--- src/rtl/cpu_pkg.sv ---
// Shared definitions for the instruction fetch unit: opcode constants,
// instruction field positions, field helpers and the fetch-state enum.
package cpu_pkg;

   localparam logic [7:0] OP_JMP  = 8'h0E;
   localparam logic [7:0] OP_JNE  = 8'h0F;
   localparam logic [7:0] OP_HALT = 8'hFF;

   localparam int OPC_MSB = 31;
   localparam int OPC_LSB = 24;
   localparam int RD_MSB  = 23;
   localparam int RD_LSB  = 20;
   localparam int RS1_MSB = 19;
   localparam int RS1_LSB = 16;
   localparam int RS2_MSB = 15;
   localparam int RS2_LSB = 12;
   localparam int IMM_MSB = 11;
   localparam int IMM_LSB = 0;

   typedef enum logic [1:0] {
      FETCH,
      BR_WAIT,
      HALTED
   } fetch_state_e;

   function automatic logic [7:0] opcode_of(input logic [31:0] word);
      return word[OPC_MSB:OPC_LSB];
   endfunction

   function automatic logic [3:0] rd_of(input logic [31:0] word);
      return word[RD_MSB:RD_LSB];
   endfunction

   function automatic logic [3:0] rs1_of(input logic [31:0] word);
      return word[RS1_MSB:RS1_LSB];
   endfunction

   function automatic logic [3:0] rs2_of(input logic [31:0] word);
      return word[RS2_MSB:RS2_LSB];
   endfunction

   function automatic logic [11:0] imm_of(input logic [31:0] word);
      return word[IMM_MSB:IMM_LSB];
   endfunction

endpackage

--- src/rtl/instr_fetch_unit_if.sv ---
// Program-memory and decode-side signals of the fetch unit, bundled as one interface.
interface instr_fetch_unit_if #(
   parameter int ADDR_W  = 12,
   parameter int INSTR_W = 32
);
   logic [ADDR_W-1:0]  program_addr;
   logic [INSTR_W-1:0] instruction;
   logic [INSTR_W-1:0] instr_out;
   logic               instr_valid;
   logic               instr_ready;
   logic               cond_valid;
   logic               cond_taken;
   logic               halted;

   modport master (
      output program_addr, instr_out, instr_valid, halted,
      input  instruction, instr_ready, cond_valid, cond_taken
   );

   modport slave (
      input  program_addr, instr_out, instr_valid, halted,
      output instruction, instr_ready, cond_valid, cond_taken
   );
endinterface

--- src/rtl/fetch_next_pc.sv ---
// Combinational next-PC selection: sequential increment with wrap, JMP target,
// hold on JNE/HALT capture, and JNE resolution while waiting for the condition.
module fetch_next_pc
   import cpu_pkg::*;
#(
   parameter int ADDR_W = 12
) (
   input  fetch_state_e      state,
   input  logic              capture,
   input  logic [7:0]        fetch_opcode,
   input  logic [11:0]       fetch_imm,
   input  logic [11:0]       branch_imm,
   input  logic              cond_valid,
   input  logic              cond_taken,
   input  logic [ADDR_W-1:0] pc,
   output logic [ADDR_W-1:0] next_pc
);

   logic [ADDR_W-1:0] seq_pc;

   assign seq_pc = pc + ADDR_W'(1);

   // The branch target comes from the held JNE word since nothing is captured in BR_WAIT
   always_comb begin
      next_pc = pc;
      unique case (state)
         FETCH: begin
            if (capture) begin
               if (fetch_opcode == OP_JMP) begin
                  next_pc = ADDR_W'(fetch_imm);
               end else if (fetch_opcode != OP_JNE && fetch_opcode != OP_HALT) begin
                  next_pc = seq_pc;
               end
            end
         end
         BR_WAIT: begin
            if (cond_valid) begin
               next_pc = cond_taken ? ADDR_W'(branch_imm) : seq_pc;
            end
         end
         default: begin
            next_pc = pc;
         end
      endcase
   end

endmodule

--- src/rtl/instr_fetch_unit.sv ---
// Instruction fetch unit with valid/ready output, JMP/JNE/HALT handling.
// Optional feature macro FETCH_PERF_CNT_EN adds a 32-bit fetch_count output.
module instr_fetch_unit
   import cpu_pkg::*;
#(
   parameter int                ADDR_W   = 12,
   parameter int                INSTR_W  = 32,
   parameter logic [ADDR_W-1:0] RESET_PC = '0
) (
   input  logic                 clk_70_mhz,
   input  logic                 reset,
   instr_fetch_unit_if.master   bus
`ifdef FETCH_PERF_CNT_EN
   ,
   output logic [31:0]          fetch_count
`endif
);

   fetch_state_e       state;
   fetch_state_e       next_state;
   logic [ADDR_W-1:0]  pc;
   logic [ADDR_W-1:0]  next_pc;
   logic [INSTR_W-1:0] instr_q;
   logic               valid_q;
   logic               capture;
   logic [7:0]         fetch_opcode;

   assign capture      = (state == FETCH) && (!valid_q || bus.instr_ready);
   assign fetch_opcode = opcode_of(bus.instruction[31:0]);

   fetch_next_pc #(
      .ADDR_W (ADDR_W)
   ) u_next_pc (
      .state        (state),
      .capture      (capture),
      .fetch_opcode (fetch_opcode),
      .fetch_imm    (imm_of(bus.instruction[31:0])),
      .branch_imm   (imm_of(instr_q[31:0])),
      .cond_valid   (bus.cond_valid),
      .cond_taken   (bus.cond_taken),
      .pc           (pc),
      .next_pc      (next_pc)
   );

   always_ff @(posedge clk_70_mhz) begin
      if (reset) begin
         state <= FETCH;
      end else begin
         state <= next_state;
      end
   end

   always_comb begin
      next_state = state;
      unique case (state)
         FETCH: begin
            if (capture && fetch_opcode == OP_JNE) begin
               next_state = BR_WAIT;
            end else if (capture && fetch_opcode == OP_HALT) begin
               next_state = HALTED;
            end
         end
         BR_WAIT: begin
            if (bus.cond_valid) begin
               next_state = FETCH;
            end
         end
         HALTED: begin
            next_state = HALTED;
         end
         default: begin
            next_state = FETCH;
         end
      endcase
   end

   // Outside a capture, a completed handshake simply empties the output slot
   always_ff @(posedge clk_70_mhz) begin
      if (reset) begin
         pc      <= RESET_PC;
         instr_q <= '0;
         valid_q <= 1'b0;
      end else begin
         pc <= next_pc;
         if (capture) begin
            instr_q <= bus.instruction;
            valid_q <= 1'b1;
         end else if (valid_q && bus.instr_ready) begin
            valid_q <= 1'b0;
         end
      end
   end

`ifdef FETCH_PERF_CNT_EN
   always_ff @(posedge clk_70_mhz) begin
      if (reset) begin
         fetch_count <= '0;
      end else if (capture) begin
         fetch_count <= fetch_count + 32'd1;
      end
   end
`endif

   assign bus.program_addr = pc;
   assign bus.instr_out    = instr_q;
   assign bus.instr_valid  = valid_q;
   assign bus.halted       = (state == HALTED);

endmodule

--- src/flat_wrapper.sv ---
// flat-port wrapper written by rule: the top's interface ports become plain ports
module instr_fetch_unit_flat import cpu_pkg::*;
#(
   parameter int                ADDR_W   = 12,
   parameter int                INSTR_W  = 32,
   parameter logic [ADDR_W-1:0] RESET_PC = '0
)
  (clk_70_mhz, reset, bus_program_addr, bus_instr_out, bus_instr_valid, bus_halted, bus_instruction, bus_instr_ready, bus_cond_valid, bus_cond_taken);
  instr_fetch_unit_if #(.ADDR_W(ADDR_W), .INSTR_W(INSTR_W)) bus_i ();
  input  logic clk_70_mhz;
  input  logic reset;
  output wire logic [$bits(bus_i.program_addr)-1:0] bus_program_addr;
  output wire logic [$bits(bus_i.instr_out)-1:0] bus_instr_out;
  output wire logic [$bits(bus_i.instr_valid)-1:0] bus_instr_valid;
  output wire logic [$bits(bus_i.halted)-1:0] bus_halted;
  input wire logic [$bits(bus_i.instruction)-1:0] bus_instruction;
  input wire logic [$bits(bus_i.instr_ready)-1:0] bus_instr_ready;
  input wire logic [$bits(bus_i.cond_valid)-1:0] bus_cond_valid;
  input wire logic [$bits(bus_i.cond_taken)-1:0] bus_cond_taken;
  assign bus_program_addr = bus_i.program_addr;
  assign bus_instr_out = bus_i.instr_out;
  assign bus_instr_valid = bus_i.instr_valid;
  assign bus_halted = bus_i.halted;
  assign bus_i.instruction = bus_instruction;
  assign bus_i.instr_ready = bus_instr_ready;
  assign bus_i.cond_valid = bus_cond_valid;
  assign bus_i.cond_taken = bus_cond_taken;
  instr_fetch_unit #(.ADDR_W(ADDR_W), .INSTR_W(INSTR_W), .RESET_PC(RESET_PC)) u_core (.clk_70_mhz(clk_70_mhz), .reset(reset), .bus(bus_i));
endmodule
--- config.mk ---
export PLATFORM = sky130hd
export DESIGN_NAME = instr_fetch_unit_flat
export DESIGN_NICKNAME = d
export VERILOG_FILES = /design/src/rtl/cpu_pkg.sv /design/src/rtl/instr_fetch_unit_if.sv /design/src/rtl/fetch_next_pc.sv /design/src/rtl/instr_fetch_unit.sv /design/src/flat_wrapper.sv
export SDC_FILE = /design/constraint.sdc
export NUM_CORES = 1
export LEC_CHECK = 0
export ABC_AREA = 1
export CAP_MARGIN = 30
export CORE_MARGIN = 3
export CORE_UTILIZATION = 45
export DETAILED_ROUTE_END_ITERATION = 8
export GPL_TIMING_DRIVEN = 1
export PLACE_DENSITY_LB_ADDON = 0.12
export REMOVE_ABC_BUFFERS = 1
export SKIP_CTS_REPAIR_TIMING = 1
export SLEW_MARGIN = 0
export SYNTH_ARGS = -nofsm -noshare
export SYNTH_HDL_FRONTEND = slang
export SYNTH_SLANG_ARGS = --single-unit
export TNS_END_PERCENT = 50
--- constraint.sdc ---
create_clock -name clk_70_mhz -period 1.8 [get_ports clk_70_mhz]
set_clock_uncertainty 0.15 [all_clocks]
set_input_delay 0.36 -clock clk_70_mhz [delete_from_list [all_inputs] [get_ports clk_70_mhz]]
set_output_delay 0.36 -clock clk_70_mhz [all_outputs]
set_load 0.01 [all_outputs]
==> impl_metrics.py, run 1 <==
metrics = {
    "yosys": {
        "ys_seq_area_share_pct": 37.9,
        "ys_ff_latch": 47,
        "ys_warn_count": 0,
        "yosysTopAreaCell": "dfxtp_1",
        "netlist_instances": 374,
        "synthDistinctLibCells": 29,
        "syn-cell-area_mm2": 0.00248,
        "netlist_top_cells_area": "dfxtp_1 38%, nand2_1 10%, a21oi_1 8.3%",
        "syn_avg_cell_area_um2": 6.64,
        "synth_top_area_share_pct": 37.9,
    },
    "timing": {
        "worst_pin_slew_ps": 387,
        "finalHoldViolCount": 0,
        "fin_crit_sh_pct": 97.9,
        "setup_viol_count_final": 0,
        "drv_slew": 0,
        "period_needed_ps": 1760,
        "rsz0062_at_grt": "yes",
        "fin_ws_ps": 38.3,
        "slew_headroom_pct": 74.2,
        "max_freq_ghz": 0.568,
    },
    "routing": {
        "firstDrtPassIters": 4,
        "antenna_left": 0,
        "viasPerCell": 4.93,
        "wl_um": 6750,
        "drc": 0,
        "drt-initial-drc-count": 175,
        "vias": 2648,
        "wl_per_cell_um": 12.6,
    },
    "placed_design": {
        "port_buffers": 82,
        "dp_cells": 529,
        "gp_congestion": 0.902,
        "dp_slack_ps": -223,
        "hpwl_um": 4940,
    },
    "pwr": {
        "cellPowerDensity_mw_per_mm2": 673,
        "cellLeakagePower_nw": 1.65,
        "p_total_mw": 2.42,
        "irDropWorstVdd_mv": 0.428,
    },
    "floorplan": {
        "core_area_mm2": 0.00524,
        "io_pins": 83,
        "die-area_mm2": 0.00645,
        "core.rowCount": 26,
        "initial_utilization_pct": 47.4,
        "die_w_um": 80.3,
        "fp.dieH_um": 80.3,
    },
    "cells_and_area": {
        "layout_common_cells": "80 x clkdlybuf4s50_1, 66 x nand2_1, 44 x nor2_1, 43 x inv_1, 41 x a21oi_1",
        "area_growth_pct": 44.4,
        "drive_gt1_share_pct": 13.3,
        "insertedDiodeCount": 0,
        "fin_nets": 504,
        "stdcell_count": 537,
        "final_common_cell": "clkdlybuf4s50_1",
        "fill_cells": 471,
        "utilization_pct": 68.5,
    },
    "worst_setup_path": {
        "cp_num_buf_inv": 1,
        "cp-startpoint": "u_core.bus.program_addr[0]$_SDFFE_PP0P_",
        "cp_slowest_cell": "clkdlybuf4s50_1",
        "reg2reg_to": "u_core.bus.program_addr[10]$_SDFFE_PP0P_",
        "critPathMaxFanout": 6,
        "critPathArrivalTime_ps": 1250,
        "r2r-start": "u_core.bus.program_addr[0]$_SDFFE_PP0P_",
        "reg2reg_slack_ps": 180,
        "slowest_delay_ps": 560,
        "cp_top_family": "buffers and inverters",
        "r2r_cells": 10,
        "end_kind": "output pin",
        "cp-start-kind": "register",
        "required_ps": 1290,
        "worstSetupPathType": "register to output pin",
        "crit_chain": "clkdlybuf4s50_1",
    },
    "global_routing": {
        "track_usage_pct": 22.1,
        "grt_pass1_vias": 2513,
        "grt_overflow_total": 0,
        "grt_first_pass_wirelength_um": 11300,
        "antenna_found_initial": 0,
        "grt_max_degree": 36,
    },
    "clock_tree": {
        "clk_transition_reported_paths_ps": 80,
        "clock-sinks": 47,
        "numCtsBuffers": 5,
        "cts.htree.levels": 2,
        "clockBufferDepth": 2,
        "insertion_delay_ps": 290,
        "cts_tree": "yes",
        "cts_root_buffer": "clkbuf_8",
    },
    "hold_path": {
        "hold_depth": 2,
        "hp-start": "u_core.bus.instr_out[5]$_SDFFE_PP0P_",
        "hold_path.class": "register to register",
        "min_to": "u_core.bus.instr_out[5]$_SDFFE_PP0P_",
    },
    "run": {
        "drv_cap": 0,
    },
    "outcome": {
        "status": "finished clean",
    },
}
stage by stage:
| stage | cell area, um^2 | hold slack [ps] | TNS (ps) |
|---|---|---|---|
| global placement | 3470 | 307 | -2150 |
| finish | 3590 | 321 | 0 |
| CTS | 3550 | 322 | -347 |
| detailed placement | 3470 | 310 | -2720 |
| global route | 3590 | 346 | -32.2 |
| floorplan | 2370 | 279 | 0 |
cell type report:
class	count	area (um^2)	area share, %
clock buffer	7	76.3	2.13
clock inverter	1	5.00	0.140
inverter	52	198	5.51
multi-input combinational	257	1240	34.7
sequential	47	955	26.6
tap	70	87.6	2.44
timing repair buffer	103	1020	28.5
worst max path at each step:
stage	endpoint	slack, ps	cells past startpoint
after floorplan	u_core.bus.program_addr[1]$_SDFFE_PP0P_	40	8
after global placement	u_core.bus.program_addr[10]$_SDFFE_PP0P_	-200	10
after detailed placement	u_core.bus.program_addr[0]$_SDFFE_PP0P_	-220	10
after CTS	bus_halted	-150	3
after global routing	u_core.bus.program_addr[5]$_SDFFE_PP0P_	-30	10
final	bus_program_addr[0]	40	1
registers in the layout, indices dropped and copies added (netlist names):
| register | flops |
|---|---|
| u_core.bus.instr_out | 32 |
| u_core.bus.instr_valid | 1 |
| u_core.bus.program_addr | 12 |
| u_core.state | 2 |
cells in the mapped netlist, drive strengths merged:
master and count:
a21oi 41, or2 2, a211oi 1, clkbuf 9, nand3b 2, ha 1
xor2 3, nor3 1, o21ai 46, nand2 72, clkinv 1, inv 51
nand4 3, nor2 51, dfxtp 47, nand3 33, buf 9, o211ai 1
kinds of logic after synthesis:
kind of cell / Yosys count / synth area share, %
flip-flops: 47 / 37.9
buffers and inverters: 70 / 12.5
adder cells (fa/ha/maj): 1 / 0.503
AND/OR/NAND/NOR: 164 / 29.7
AO/OA/AOI/OAI: 89 / 18.1
XOR/XNOR: 3 / 1.36
per-layer routing:
metal / track usage, % / vias to the layer above / routed length, um
met5: 0 / - / 0
met2: 38.0 / 83 / 3320
li1: - / 1382 / -
met1: 28.0 / 1177 / 2930
met4: 5.57 / 0 / 58
met3: 4.60 / 6 / 437
power breakdown:
part | leakage, nW | switching, mW | internal, mW | total [mW]
clock network | 0.0422 | 0.331 | 0.273 | 0.604
logic | 1.22 | 0.290 | 0.330 | 0.620
registers | 0.394 | 0.0645 | 1.13 | 1.19
(Power assumes the default switching activity.)
==> run 2, diff against run 1 <==
--- a/config.mk
+++ b/config.mk
@@ -7,7 +7,7 @@
 export LEC_CHECK = 0
 export ABC_AREA = 1
 export CAP_MARGIN = 30
-export CORE_MARGIN = 3
+export CORE_MARGIN = 2
 export CORE_UTILIZATION = 45
 export DETAILED_ROUTE_END_ITERATION = 8
 export GPL_TIMING_DRIVEN = 1
==> run 2 against run 1 <==
Clock power grew 11%. Routed wire length grew 0.46%. Via count is the same. First-iteration DRC count grew 12%. Sequential share of layout area shrank 0.43 points. Sequential power is essentially flat. Power grew 3.3%. Worst setup slack lost 4.4 ps. Count of clock-buffer cells in the layout shrank 1. Non-clock buffer count grew 2. Hold slack gained 4.3 ps. Utilization shrank 1.1 points. Critical path type unchanged.
==> impl_metrics.py, run 2 (synthesized netlist as in run 1, its figures left out) <==
metrics = {
    "floorplan": {
        "io_pins": 83,
        "fp.dieH_um": 78.3,
        "die-area_mm2": 0.00613,
        "core.rowCount": 27,
        "core_area_mm2": 0.00541,
        "initial_utilization_pct": 46.0,
        "die_w_um": 78.3,
    },
    "cells_and_area": {
        "largest_reg_flops": 32,
        "area_growth_pct": 46.5,
        "drive_gt1_share_pct": 14.5,
        "layout_common_cells": "78 x clkdlybuf4s50_1, 65 x nand2_1, 44 x nor2_1, 43 x inv_1, 40 x a21oi_1",
        "stdcell_count": 541,
        "final_area_mm2": 0.00364,
        "fin_nets": 506,
        "final_common_cell": "clkdlybuf4s50_1",
        "seq_area_um2": 953,
        "multi_input_area_mm2": 0.00125,
        "insertedDiodeCount": 0,
        "fill_cells": 493,
    },
    "global_routing": {
        "grt_pass1_vias": 2479,
        "grt_first_pass_wirelength_um": 11200,
        "track_usage_pct": 22.5,
        "grt_overflow_total": 0,
        "antenna_found_initial": 0,
        "grt_max_degree": 36,
    },
    "timing": {
        "slew_headroom_pct": 83.3,
        "fin_setup_tns_ps": 0,
        "max_freq_ghz": 0.566,
        "worst_pin_slew_ps": 250,
        "drv_slew": 0,
        "fin_crit_sh_pct": 98.1,
        "whs_ps": 326,
        "finalHoldViolCount": 0,
        "period_needed_ps": 1770,
        "setup_viol_count_final": 0,
    },
    "placed_design": {
        "port_buffers": 82,
        "postPlaceCellArea_mm2": 0.00349,
        "hpwl_um": 4830,
        "dp_cells": 531,
        "gp_congestion": 0.846,
    },
    "worst_setup_path": {
        "critPathMaxFanout": 5,
        "crit_chain": "clkdlybuf4s50_1",
        "cp-start-kind": "register",
        "cp_slowest_cell": "clkdlybuf4s50_1",
        "worstSetupPathType": "register to output pin",
        "required_ps": 1290,
        "critPathArrivalTime_ps": 1260,
        "slowest_delay_ps": 560,
        "reg2reg_slack_ps": 180,
        "cp_num_buf_inv": 1,
        "cp_top_family": "buffers and inverters",
        "end_kind": "output pin",
    },
    "pwr": {
        "cellLeakagePower_nw": 1.70,
        "p_total_mw": 2.50,
        "irDropWorstVdd_mv": 0.403,
        "cellPowerDensity_mw_per_mm2": 685,
    },
    "run": {
        "drv_cap": 0,
    },
    "clock_tree": {
        "cts_root_buffer": "clkbuf_8",
        "clock-sinks": 47,
        "clockBufferDepth": 2,
        "clk_transition_reported_paths_ps": 100,
        "numCtsBuffers": 5,
        "insertion_delay_ps": 310,
        "cts_tree": "yes",
        "cts.htree.levels": 2,
    },
    "routing": {
        "wl_um": 6780,
        "viasPerCell": 4.89,
        "antenna_left": 0,
        "drc": 0,
        "wl_per_cell_um": 12.5,
        "vias": 2648,
        "firstDrtPassIters": 4,
        "drt-initial-drc-count": 196,
    },
    "hold_path": {
        "hold_path.class": "register to register",
    },
    "outcome": {
        "status": "finished clean",
    },
}
-- run 2: changes by cell type in the layout (fill, tap and decap cells not counted), sizes merged --
cell / previous run / this run
buf: 21 / 23
clkbuf: 7 / 6
clkdlybuf4s50: 80 / 78
clkinv: 2 / 1
clkinvlp: 0 / 1
dlymetal6s2s: 2 / 4
inv: 51 / 52
-- run 2: cell type report --
| type | instances | area share, % |
|---|---|---|
| Clock buffer | 6 | 1.99 |
| Tap cell | 72 | 2.47 |
| Inverter | 52 | 5.50 |
| Timing Repair Buffer | 105 | 29.0 |
| Multi-Input combinational cell | 257 | 34.4 |
| Clock inverter | 2 | 0.447 |
| Sequential cell | 47 | 26.2 |
-- run 2: where the power goes --
group          internal [mW]  switching (mW)
logic                  0.336           0.292
clock network          0.280           0.391
registers               1.13          0.0672
-- run 2: metrics by stage --
step	util, %	worst slack, ps
after floorplan	-	38.3
after global placement	64.5	-195
after detailed placement	64.5	-219
after CTS	66.2	-120
after global routing	67.4	-19.5
final	67.4	33.9
-- run 2: path summary, 6_finish.rpt --
path,startpoint,end,cells after the start
max,u_core.bus.program_addr[1]$_SDFFE_PP0P_,bus_program_addr[1],1
min,u_core.bus.instr_out[5]$_SDFFE_PP0P_,u_core.bus.instr_out[5]$_SDFFE_PP0P_,2
max reg2reg,u_core.bus.program_addr[0]$_SDFFE_PP0P_,u_core.bus.program_addr[10]$_SDFFE_PP0P_,10
min reg2reg,u_core.bus.instr_out[5]$_SDFFE_PP0P_,u_core.bus.instr_out[5]$_SDFFE_PP0P_,2
-- run 2: routing by layer --
layer  wire length [um]  vias up  GRT usage (%)
li1                   -     1381              -
met1               2990     1181           28.4
met2               3370       81           40.0
met3                370        5           4.02
met4                 46        0           4.91
met5                  0        -              0
==> run 3, diff against run 2 <==
--- a/config.mk
+++ b/config.mk
@@ -7,12 +7,11 @@
 export LEC_CHECK = 0
 export ABC_AREA = 1
 export CAP_MARGIN = 30
-export CORE_MARGIN = 2
 export CORE_UTILIZATION = 45
 export DETAILED_ROUTE_END_ITERATION = 8
 export GPL_TIMING_DRIVEN = 1
+export HOLD_SLACK_MARGIN = 0.06
 export PLACE_DENSITY_LB_ADDON = 0.12
-export REMOVE_ABC_BUFFERS = 1
 export SKIP_CTS_REPAIR_TIMING = 1
 export SLEW_MARGIN = 0
 export SYNTH_ARGS = -nofsm -noshare
==> run 3 against run 2 <==
Sequential share of layout area grew 0.23 points. Count of clock-buffer cells in the layout shrank 1. Die area is 5.0% lower. Sequential cell count is the same. Routed wire length barely moved. Clock power up 5.7%. Via count is 1.1% higher. Worst setup slack gained 5.5 ps. Maximum frequency is 0.31% higher. Largest power group unchanged.
==> impl_metrics.py, run 3 (synthesized netlist as in run 1, its figures left out) <==
metrics = {
    "outcome": {
        "status": "finished clean",
    },
    "placed_design": {
        "gp_congestion": 0.812,
        "postPlaceCellArea_mm2": 0.00347,
        "hpwl_um": 5040,
        "port_buffers": 82,
    },
    "worst_setup_path": {
        "critPathCapture": "bus_program_addr[3]",
        "slowest_delay_ps": 560,
        "cp_slowest_cell": "clkdlybuf4s50_1",
        "crit_cells": 1,
        "r2r-start": "u_core.bus.program_addr[1]$_SDFFE_PP0P_",
        "critPathMaxFanout": 3,
        "reg2reg_to": "u_core.bus.program_addr[4]$_SDFFE_PP0P_",
        "cp-start-kind": "register",
        "worstSetupPathType": "register to output pin",
        "required_ps": 1290,
        "r2r_cells": 10,
        "cp_top_family": "buffers and inverters",
        "end_kind": "output pin",
        "reg2reg_slack_ps": 240,
        "cp_num_buf_inv": 1,
        "crit_chain": "clkdlybuf4s50_1",
        "cp-startpoint": "u_core.bus.program_addr[3]$_SDFFE_PP0P_",
        "critPathArrivalTime_ps": 1250,
    },
    "clock_tree": {
        "clk_transition_reported_paths_ps": 100,
        "cts.htree.levels": 2,
        "numCtsBuffers": 5,
        "cts_root_buffer": "clkbuf_8",
        "cts_tree": "yes",
        "clock-sinks": 47,
        "clockBufferDepth": 2,
        "insertion_delay_ps": 310,
    },
    "pwr": {
        "p_total_mw": 2.52,
        "cellLeakagePower_nw": 1.69,
        "cellPowerDensity_mw_per_mm2": 699,
        "irDropWorstVdd_mv": 0.540,
    },
    "routing": {
        "wl_per_cell_um": 12.6,
        "drc": 0,
        "vias": 2677,
        "firstDrtPassIters": 4,
        "drt-initial-drc-count": 192,
        "wl_um": 6780,
        "viasPerCell": 4.99,
        "antenna_left": 0,
    },
    "cells_and_area": {
        "insertedDiodeCount": 0,
        "area_growth_pct": 45.1,
        "final_area_mm2": 0.00360,
        "final_common_cell": "clkdlybuf4s50_1",
        "largest_reg_flops": 32,
        "layout_common_cells": "78 x clkdlybuf4s50_1, 66 x nand2_1, 44 x nor2_1, 43 x inv_1, 41 x a21oi_1",
        "fin_nets": 504,
        "drive_gt1_share_pct": 13.1,
    },
    "floorplan": {
        "initial_utilization_pct": 47.7,
        "core_area_mm2": 0.00520,
        "fp.dieH_um": 76.3,
        "core.rowCount": 26,
        "die-area_mm2": 0.00582,
        "io_pins": 83,
        "die_w_um": 76.3,
    },
    "global_routing": {
        "grt_first_pass_wirelength_um": 11300,
        "antenna_found_initial": 0,
        "grt_overflow_total": 0,
        "grt_pass1_vias": 2508,
        "grt_max_degree": 33,
        "track_usage_pct": 24.4,
    },
    "timing": {
        "slew_headroom_pct": 75.3,
        "max_freq_ghz": 0.568,
        "rsz0062_at_grt": "no",
        "drv_slew": 0,
        "fin_setup_tns_ps": 0,
        "period_needed_ps": 1760,
        "finalHoldViolCount": 0,
        "setup_viol_count_final": 0,
        "fin_crit_sh_pct": 97.8,
        "worst_pin_slew_ps": 369,
    },
    "hold_path": {
        "hp-start": "u_core.bus.instr_out[6]$_SDFFE_PP0P_",
        "hold_path.class": "register to register",
    },
    "run": {
        "drv_cap": 0,
    },
    "yosys": {
        "synth_nets": 412,
    },
}
## run 3: cell types whose count changed in the layout (fill, tap and decap cells not counted), sizes merged
| cell | change |
|---|---|
| buf | -2 |
| clkbuf | -1 |
| clkinv | +1 |
## run 3: layer usage
metal	share of wire, %	vias up	track usage (%)
met5	0	-	0
met4	2.2	0	10.4
met3	5.8	11	4.31
met2	48	93	41.8
met1	44	1195	29.9
li1	-	1378	-
## run 3: final cells by class
type                    instances  area (um^2)
clock inverters                 3         27.5
well taps                      70         87.6
repair buffers                103         1030
inverters                      52          200
flip-flops and latches         47          952
multi-input cells             257         1240
clock buffers                   5         68.8
fillers                       455         1600
## run 3: report_power, final
group | internal (mW) | leakage (nW) | switching [mW] | total, mW
Combinational | 0.333 | 1.25 | 0.294 | 0.627
Sequential | 1.13 | 0.393 | 0.0577 | 1.18
Clock | 0.289 | 0.0467 | 0.421 | 0.710
Total | 1.75 | 1.69 | 0.773 | 2.52
## run 3: how the worst min path moves through the flow
stage	cells past startpoint	slack (ps)	end
after floorplan	2	340	u_core.bus.instr_out[31]$_SDFFE_PP0P_
after CTS	2	330	u_core.bus.instr_out[6]$_SDFFE_PP0P_
after global routing	2	360	u_core.bus.instr_out[19]$_SDFFE_PP0P_
after detailed placement	2	310	u_core.bus.instr_out[6]$_SDFFE_PP0P_
after global placement	2	310	u_core.bus.instr_out[7]$_SDFFE_PP0P_
final	2	330	u_core.bus.instr_out[6]$_SDFFE_PP0P_
## run 3: metrics by stage
stage	worst slack, ps	utilization, %	hold WS [ps]	std cells
floorplan	242	-	337	374
global placement	-212	66.7	309	529
detailed placement	-253	66.7	310	529
CTS	-171	68.6	326	537
global route	0.780	69.3	360	537
finish	39.4	69.3	329	537
